**src/rtl/riscv_pkg.sv**
```systemverilog
// Shared encodings for the memory stage.
// Store sizes and store sequencer states.
package riscv_pkg;

  localparam logic [2:0] F3_SB = 3'b000;
  localparam logic [2:0] F3_SH = 3'b001;
  localparam logic [2:0] F3_SW = 3'b010;

  typedef enum logic [1:0] {
    ST_IDLE  = 2'd0,
    ST_READ  = 2'd1,
    ST_WRITE = 2'd2
  } state_t;

endpackage

```
**src/rtl/store_lane_merge.sv**
```systemverilog
// Byte/half lane merge of new store data into an old word.
// Purely combinational; non-store sizes pass the old word through.
module store_lane_merge
  import riscv_pkg::*;
#(
  parameter int DATA_WIDTH = 32
) (
  input  logic [DATA_WIDTH-1:0] old_word,
  input  logic [15:0]           new_data,
  input  logic [2:0]            size,
  input  logic [1:0]            offset,
  output logic [DATA_WIDTH-1:0] merged
);

  // Overwrite only the addressed lane, keep the rest
  always_comb begin
    merged = old_word;
    unique case (1'b1)
      (size == F3_SB):
        merged[{offset, 3'b000} +: 8] = new_data[7:0];
      (size == F3_SH):
        merged[{offset[1], 4'b0000} +: 16] = new_data;
      default: ;
    endcase
  end

endmodule

```
**src/rtl/store_rmw_unit.sv**
```systemverilog
// MEM-stage store sizer for a word-only data memory.
// SW writes directly; SB/SH run read, merge, write.
module store_rmw_unit
  import riscv_pkg::*;
#(
  parameter int ADDR_WIDTH = 32,
  parameter int DATA_WIDTH = 32
) (
  input  logic                  clk,
  input  logic                  rst,
  input  logic                  mem_write,
  input  logic                  mem_read,
  input  logic [2:0]            funct3,
  input  logic [ADDR_WIDTH-1:0] addr,
  input  logic [DATA_WIDTH-1:0] wdata,
  input  logic [DATA_WIDTH-1:0] dmem_rdata,
  output logic [ADDR_WIDTH-1:0] dmem_addr,
  output logic [DATA_WIDTH-1:0] dmem_wdata,
  output logic                  dmem_we,
  output logic                  dmem_re,
  output logic                  mem_write_bh,
  output logic                  store_misaligned
);

  state_t state_q;
  state_t state_d;

  logic                  is_sb;
  logic                  is_sh;
  logic                  is_sw;
  logic                  misal;
  logic                  sub_go;
  logic [ADDR_WIDTH-1:0] word_addr;

  logic [ADDR_WIDTH-1:0] addr_q;
  logic [1:0]            off_q;
  logic [2:0]            f3_q;
  logic [15:0]           data_q;
  logic [DATA_WIDTH-1:0] merge_q;
  logic [DATA_WIDTH-1:0] merged;

  // Decode store size, alignment and sub-word start
  always_comb begin
    is_sb     = (funct3 == F3_SB);
    is_sh     = (funct3 == F3_SH);
    is_sw     = (funct3 == F3_SW);
    misal     = (is_sh & addr[0])
              | (is_sw & (addr[1:0] != 2'b00));
    sub_go    = mem_write
              & (is_sb | (is_sh & ~addr[0]));
    word_addr = {addr[ADDR_WIDTH-1:2], 2'b00};
  end

  store_lane_merge #(
    .DATA_WIDTH (DATA_WIDTH)
  ) u_merge (
    .old_word (dmem_rdata),
    .new_data (data_q),
    .size     (f3_q),
    .offset   (off_q),
    .merged   (merged)
  );

  // State register
  always_ff @(posedge clk or negedge rst) begin
    if (!rst) state_q <= ST_IDLE;
    else      state_q <= state_d;
  end

  // Next-state: sub-word stores take READ then WRITE
  always_comb begin
    state_d = state_q;
    unique case (state_q)
      ST_IDLE:  if (sub_go) state_d = ST_READ;
      ST_READ:  state_d = ST_WRITE;
      ST_WRITE: state_d = ST_IDLE;
      default:  state_d = ST_IDLE;
    endcase
  end

  // Capture sub-word store operands while EX/MEM is still live
  always_ff @(posedge clk or negedge rst) begin
    if (!rst) begin
      addr_q <= '0;
      off_q  <= '0;
      f3_q   <= '0;
      data_q <= '0;
    end else if (state_q == ST_IDLE && sub_go) begin
      addr_q <= word_addr;
      off_q  <= addr[1:0];
      f3_q   <= funct3;
      data_q <= wdata[15:0];
    end
  end

  // Register the merged word during READ
  always_ff @(posedge clk or negedge rst) begin
    if (!rst)                    merge_q <= '0;
    else if (state_q == ST_READ) merge_q <= merged;
  end

  // Memory strobes, stall and trap outputs
  always_comb begin
    dmem_addr        = word_addr;
    dmem_wdata       = wdata;
    dmem_we          = 1'b0;
    dmem_re          = 1'b0;
    mem_write_bh     = 1'b0;
    store_misaligned = 1'b0;
    if (rst) begin
      unique case (state_q)
        ST_IDLE: begin
          if (mem_write) begin
            if (misal) begin
              store_misaligned = 1'b1;
            end else if (is_sw) begin
              dmem_we = 1'b1;
            end else if (sub_go) begin
              dmem_re      = 1'b1;
              mem_write_bh = 1'b1;
            end
          end else if (mem_read) begin
            dmem_re = 1'b1;
          end
        end
        ST_READ: begin
          dmem_addr    = addr_q;
          mem_write_bh = 1'b1;
        end
        ST_WRITE: begin
          dmem_addr  = addr_q;
          dmem_wdata = merge_q;
          dmem_we    = 1'b1;
        end
        default: ;
      endcase
    end
  end

endmodule

```
**config.mk**
```make
export PLATFORM = sky130hd
export DESIGN_NAME = store_rmw_unit
export DESIGN_NICKNAME = d
export VERILOG_FILES = /design/src/rtl/riscv_pkg.sv /design/src/rtl/store_lane_merge.sv /design/src/rtl/store_rmw_unit.sv
export SDC_FILE = /design/constraint.sdc
export NUM_CORES = 1
export LEC_CHECK = 0
export ABC_AREA = 1
export BUFFER_PORTS_ARGS = -buffer_cell sky130_fd_sc_hd__buf_2
export CORE_MARGIN = 2
export CORE_UTILIZATION = 35
export CTS_CLUSTER_DIAMETER = 30
export DETAILED_ROUTE_END_ITERATION = 8
export GPL_ROUTABILITY_DRIVEN = 0
export GPL_TIMING_DRIVEN = 0
export PLACE_DENSITY = 0.66
export SLEW_MARGIN = 20
export SYNTH_ARGS = -nofsm -noshare
export SYNTH_HDL_FRONTEND = slang
export SYNTH_SLANG_ARGS = --single-unit
```
**constraint.sdc**
```tcl
create_clock -name clk -period 5.47 [get_ports clk]
set_input_delay 0 -clock clk [delete_from_list [all_inputs] [get_ports clk]]
set_output_delay 0 -clock clk [all_outputs]
set_load 0.005 [all_outputs]
```
==> impl_metrics.tcl <==
set metrics [dict create \
    status "completed" \
    die_w_um 134 \
    first_pass_iters 5 \
    rows 47 \
    cp.required_ns 5.74 \
    die_area_mm2 0.0179 \
    hold_ws_ns 0.0115 \
    period_minus_slack_ns 2.33 \
    min_path_type "primary input to flop" \
    grt_pass1_wl_um 31100 \
    ir_drop_v 0.000238 \
    layoutNonFillerInstCount 1351 \
    critPathArrivalTime_ns 2.60 \
    ys_ff_latch 85 \
    post-route-period-util_pct 42.6 \
    seq_area_frac_synth_pct 36.1 \
    crit_fanout 12 \
    cpMostUsedCell "buf_2" \
    slew_violations 0 \
    maxCapViolations 0 \
    io_pins 171 \
    grt_max_degree 63 \
    ctsResizeCount 0 \
    skew_ns 0.00814 \
    dpl.hpwl_um 14000 \
    placedCellCount 1285 \
    post_drt_wl_per_cell_um 14.4 \
    synth.distinct_cells 27 \
    hold_viol 0 \
    synthesis.area_mm2 0.00590 \
    num-fill-cells 1704 \
    p_total_mw 3.92 \
    post_cts_buffers 0 \
    ys_warn_count 0 \
    finalSetupTns_ns 0 \
    crit_type "flop to flop" \
    grt_setup_unrepaired "no" \
    p_leak_nw 4.08 \
    drtIter0Drc 449 \
    fmax_mhz 429 \
    cts_buffer_depth 2 \
    antenna_found_initial 1 \
    grt_pass1_vias 6166 \
    crit_chain "buf_2 > inv_2 > buf_2 > ha_1 > buf_2 > inv_4 > nand2_1 > o21ai_0 > nand2_1 > a21oi_1" \
    grtUsageTotal_pct 22.0 \
    cts_root_buf "clkbuf_16" \
    power.density_mw_per_mm2 500 \
    area_delta_synth_final_pct 33.0 \
    routed-via-count 6399 \
    slowest_delay_ns 0.40 \
    cts_buffers 9 \
    path_delay_family "buffers and inverters" \
    drive_gt1_share_pct 24.6 \
    crit_buf_inv 5 \
    die_height_um 134 \
    cts.sinks 85 \
    core-area_mm2 0.0165 \
    grt-ovfl-total 0 \
    antenna_cells 0 \
    ant_nets 0 \
    drc 0 \
    port_buffers 168 \
    viasPerCell 4.74 \
    syn_inst 895 \
    setup_viol 0 \
    ctsHoldBuffers 50 \
    worst_setup_path_end_kind "flop" \
    critPathLaunchType "flop" \
    syn_area_per_cell_um2 6.59 \
    cts_tree "done" \
    tightest_slew_ns 0.552 \
    nNetsFinal 1238 \
    critPathSlowestCell "dfrtp_1" \
    clkLatencyLatePin_ns 0.35 \
    initial_core_util_pct 35.7 \
    maxSlewHeadroom_pct 63.2 \
    path_clk_slew_ns 0.06 \
    routed_wl_um 19400 \
    cts_max_level 3 \
]
-- flip-flops by register name (all words and copies together), names as in the netlist --
signal	count
data_q	16
merge_q	32
f3_q	3
addr_q	30
off_q	2
state_q	2
-- layer usage --
metal,routed length [um],up-vias,global-route usage [%]
li1,-,3233,-
met1,8620,2898,28.4
met2,8950,233,36.6
met3,1280,33,4.12
met4,546,2,8.45
met5,13,-,0
-- metrics by stage --
| step | setup WS (ns) | cell area [um^2] | util, % |
|---|---|---|---|
| finish | 3.14 | 7840 | 47.5 |
| global route | 2.95 | 7840 | 47.5 |
| CTS | 3.18 | 7840 | 47.5 |
| detailed placement | 3.22 | 7050 | 42.7 |
| global placement | 2.40 | 7020 | 42.5 |
| floorplan | 3.65 | 5900 | - |
-- final timing paths --
| kind | cells after the start | start | endpoint | slack (ns) |
|---|---|---|---|---|
| min in group asynchronous | 2 | rst | merge_q[7] | 0.10 |
| max in group asynchronous | 3 | rst | addr_q[23] | 4.77 |
| hold / removal | 5 | funct3[1] | f3_q[1] | 0.01 |
| hold reg to reg | 2 | merge_q[5] | merge_q[5] | 0.52 |
| setup reg to reg | 10 | off_q[1] | merge_q[0] | 3.14 |
| setup / recovery | 10 | off_q[1] | merge_q[0] | 3.14 |
-- final cells by class --
class	instances	area (um^2)	share of cell area [%]
Tap cell	220	275	3.51
Multi-Input combinational cell	664	3110	39.6
Clock buffer	11	243	3.10
Clock inverter	5	50.0	0.638
Inverter	92	348	4.44
Sequential cell	85	2130	27.1
Buffer	55	315	4.02
Timing Repair Buffer	219	1380	17.5
-- cells in the final DEF (no fill, tap or decap), types with 4 or more instances in the layout --
cell           instances
nand3_1                9
buf_6                  9
o21ai_1                9
dlygate4sd3_1         50
o21ai_0              105
buf_2                196
ha_1                   9
clkbuf_1              13
clkbuf_2               4
nor2_1               161
nor2_2                11
clkbuf_16              9
inv_1                 89
nand2_1              276
clkinv_2               4
a21oi_1               32
nand4_1                9
mux2_2                32
dfrtp_1               85
-- report_power, final --
part / switching, mW / internal, mW / leakage [nW]
clock network: 0.261 / 0.364 / 0.149
logic: 1.41 / 0.813 / 2.93
registers: 0.137 / 0.938 / 0.995
-- synth_stat cells (all sizes together) --
| master | instances | area [um^2] |
|---|---|---|
| conb | 1 | 3.75 |
| o21a | 1 | 7.51 |
| nand3 | 9 | 45.0 |
| buf | 39 | 250 |
| o21ai | 114 | 571 |
| nand2 | 278 | 1060 |
| inv | 92 | 348 |
| nand4 | 10 | 68.8 |
| clkbuf | 16 | 65.1 |
| mux2 | 32 | 360 |
| nor3b | 1 | 7.51 |
| a21oi | 32 | 160 |
| a211oi | 1 | 7.51 |
| nor2 | 174 | 696 |
| a21boi | 1 | 7.51 |
| dfrtp | 85 | 2130 |
| ha | 9 | 113 |
-- kinds of logic (layout without fill, tap and decap cells) --
group                    Yosys count  after routing  share of synthesized area (%)
AND/OR/NAND/NOR                  472            472                           31.8
multiplexers                      32             32                           6.11
flip-flops                        85             85                           36.1
other                              1              2                         0.0636
buffers and inverters            147            382                           11.2
AO/OA/AOI/OAI                    149            149                           12.8
adder cells (fa/ha/maj)            9              9                           1.91
-- worst register-to-register path: cells and delay by family (launching register included) --
family	cells	cell delay, ns
adder cells (fa/ha/maj)	1	0.28
flip-flops	1	0.40
buffers and inverters	5	0.86
AO/OA/AOI/OAI	2	0.45
AND/OR/NAND/NOR	2	0.26
Power figures use the tool's default switching activity.
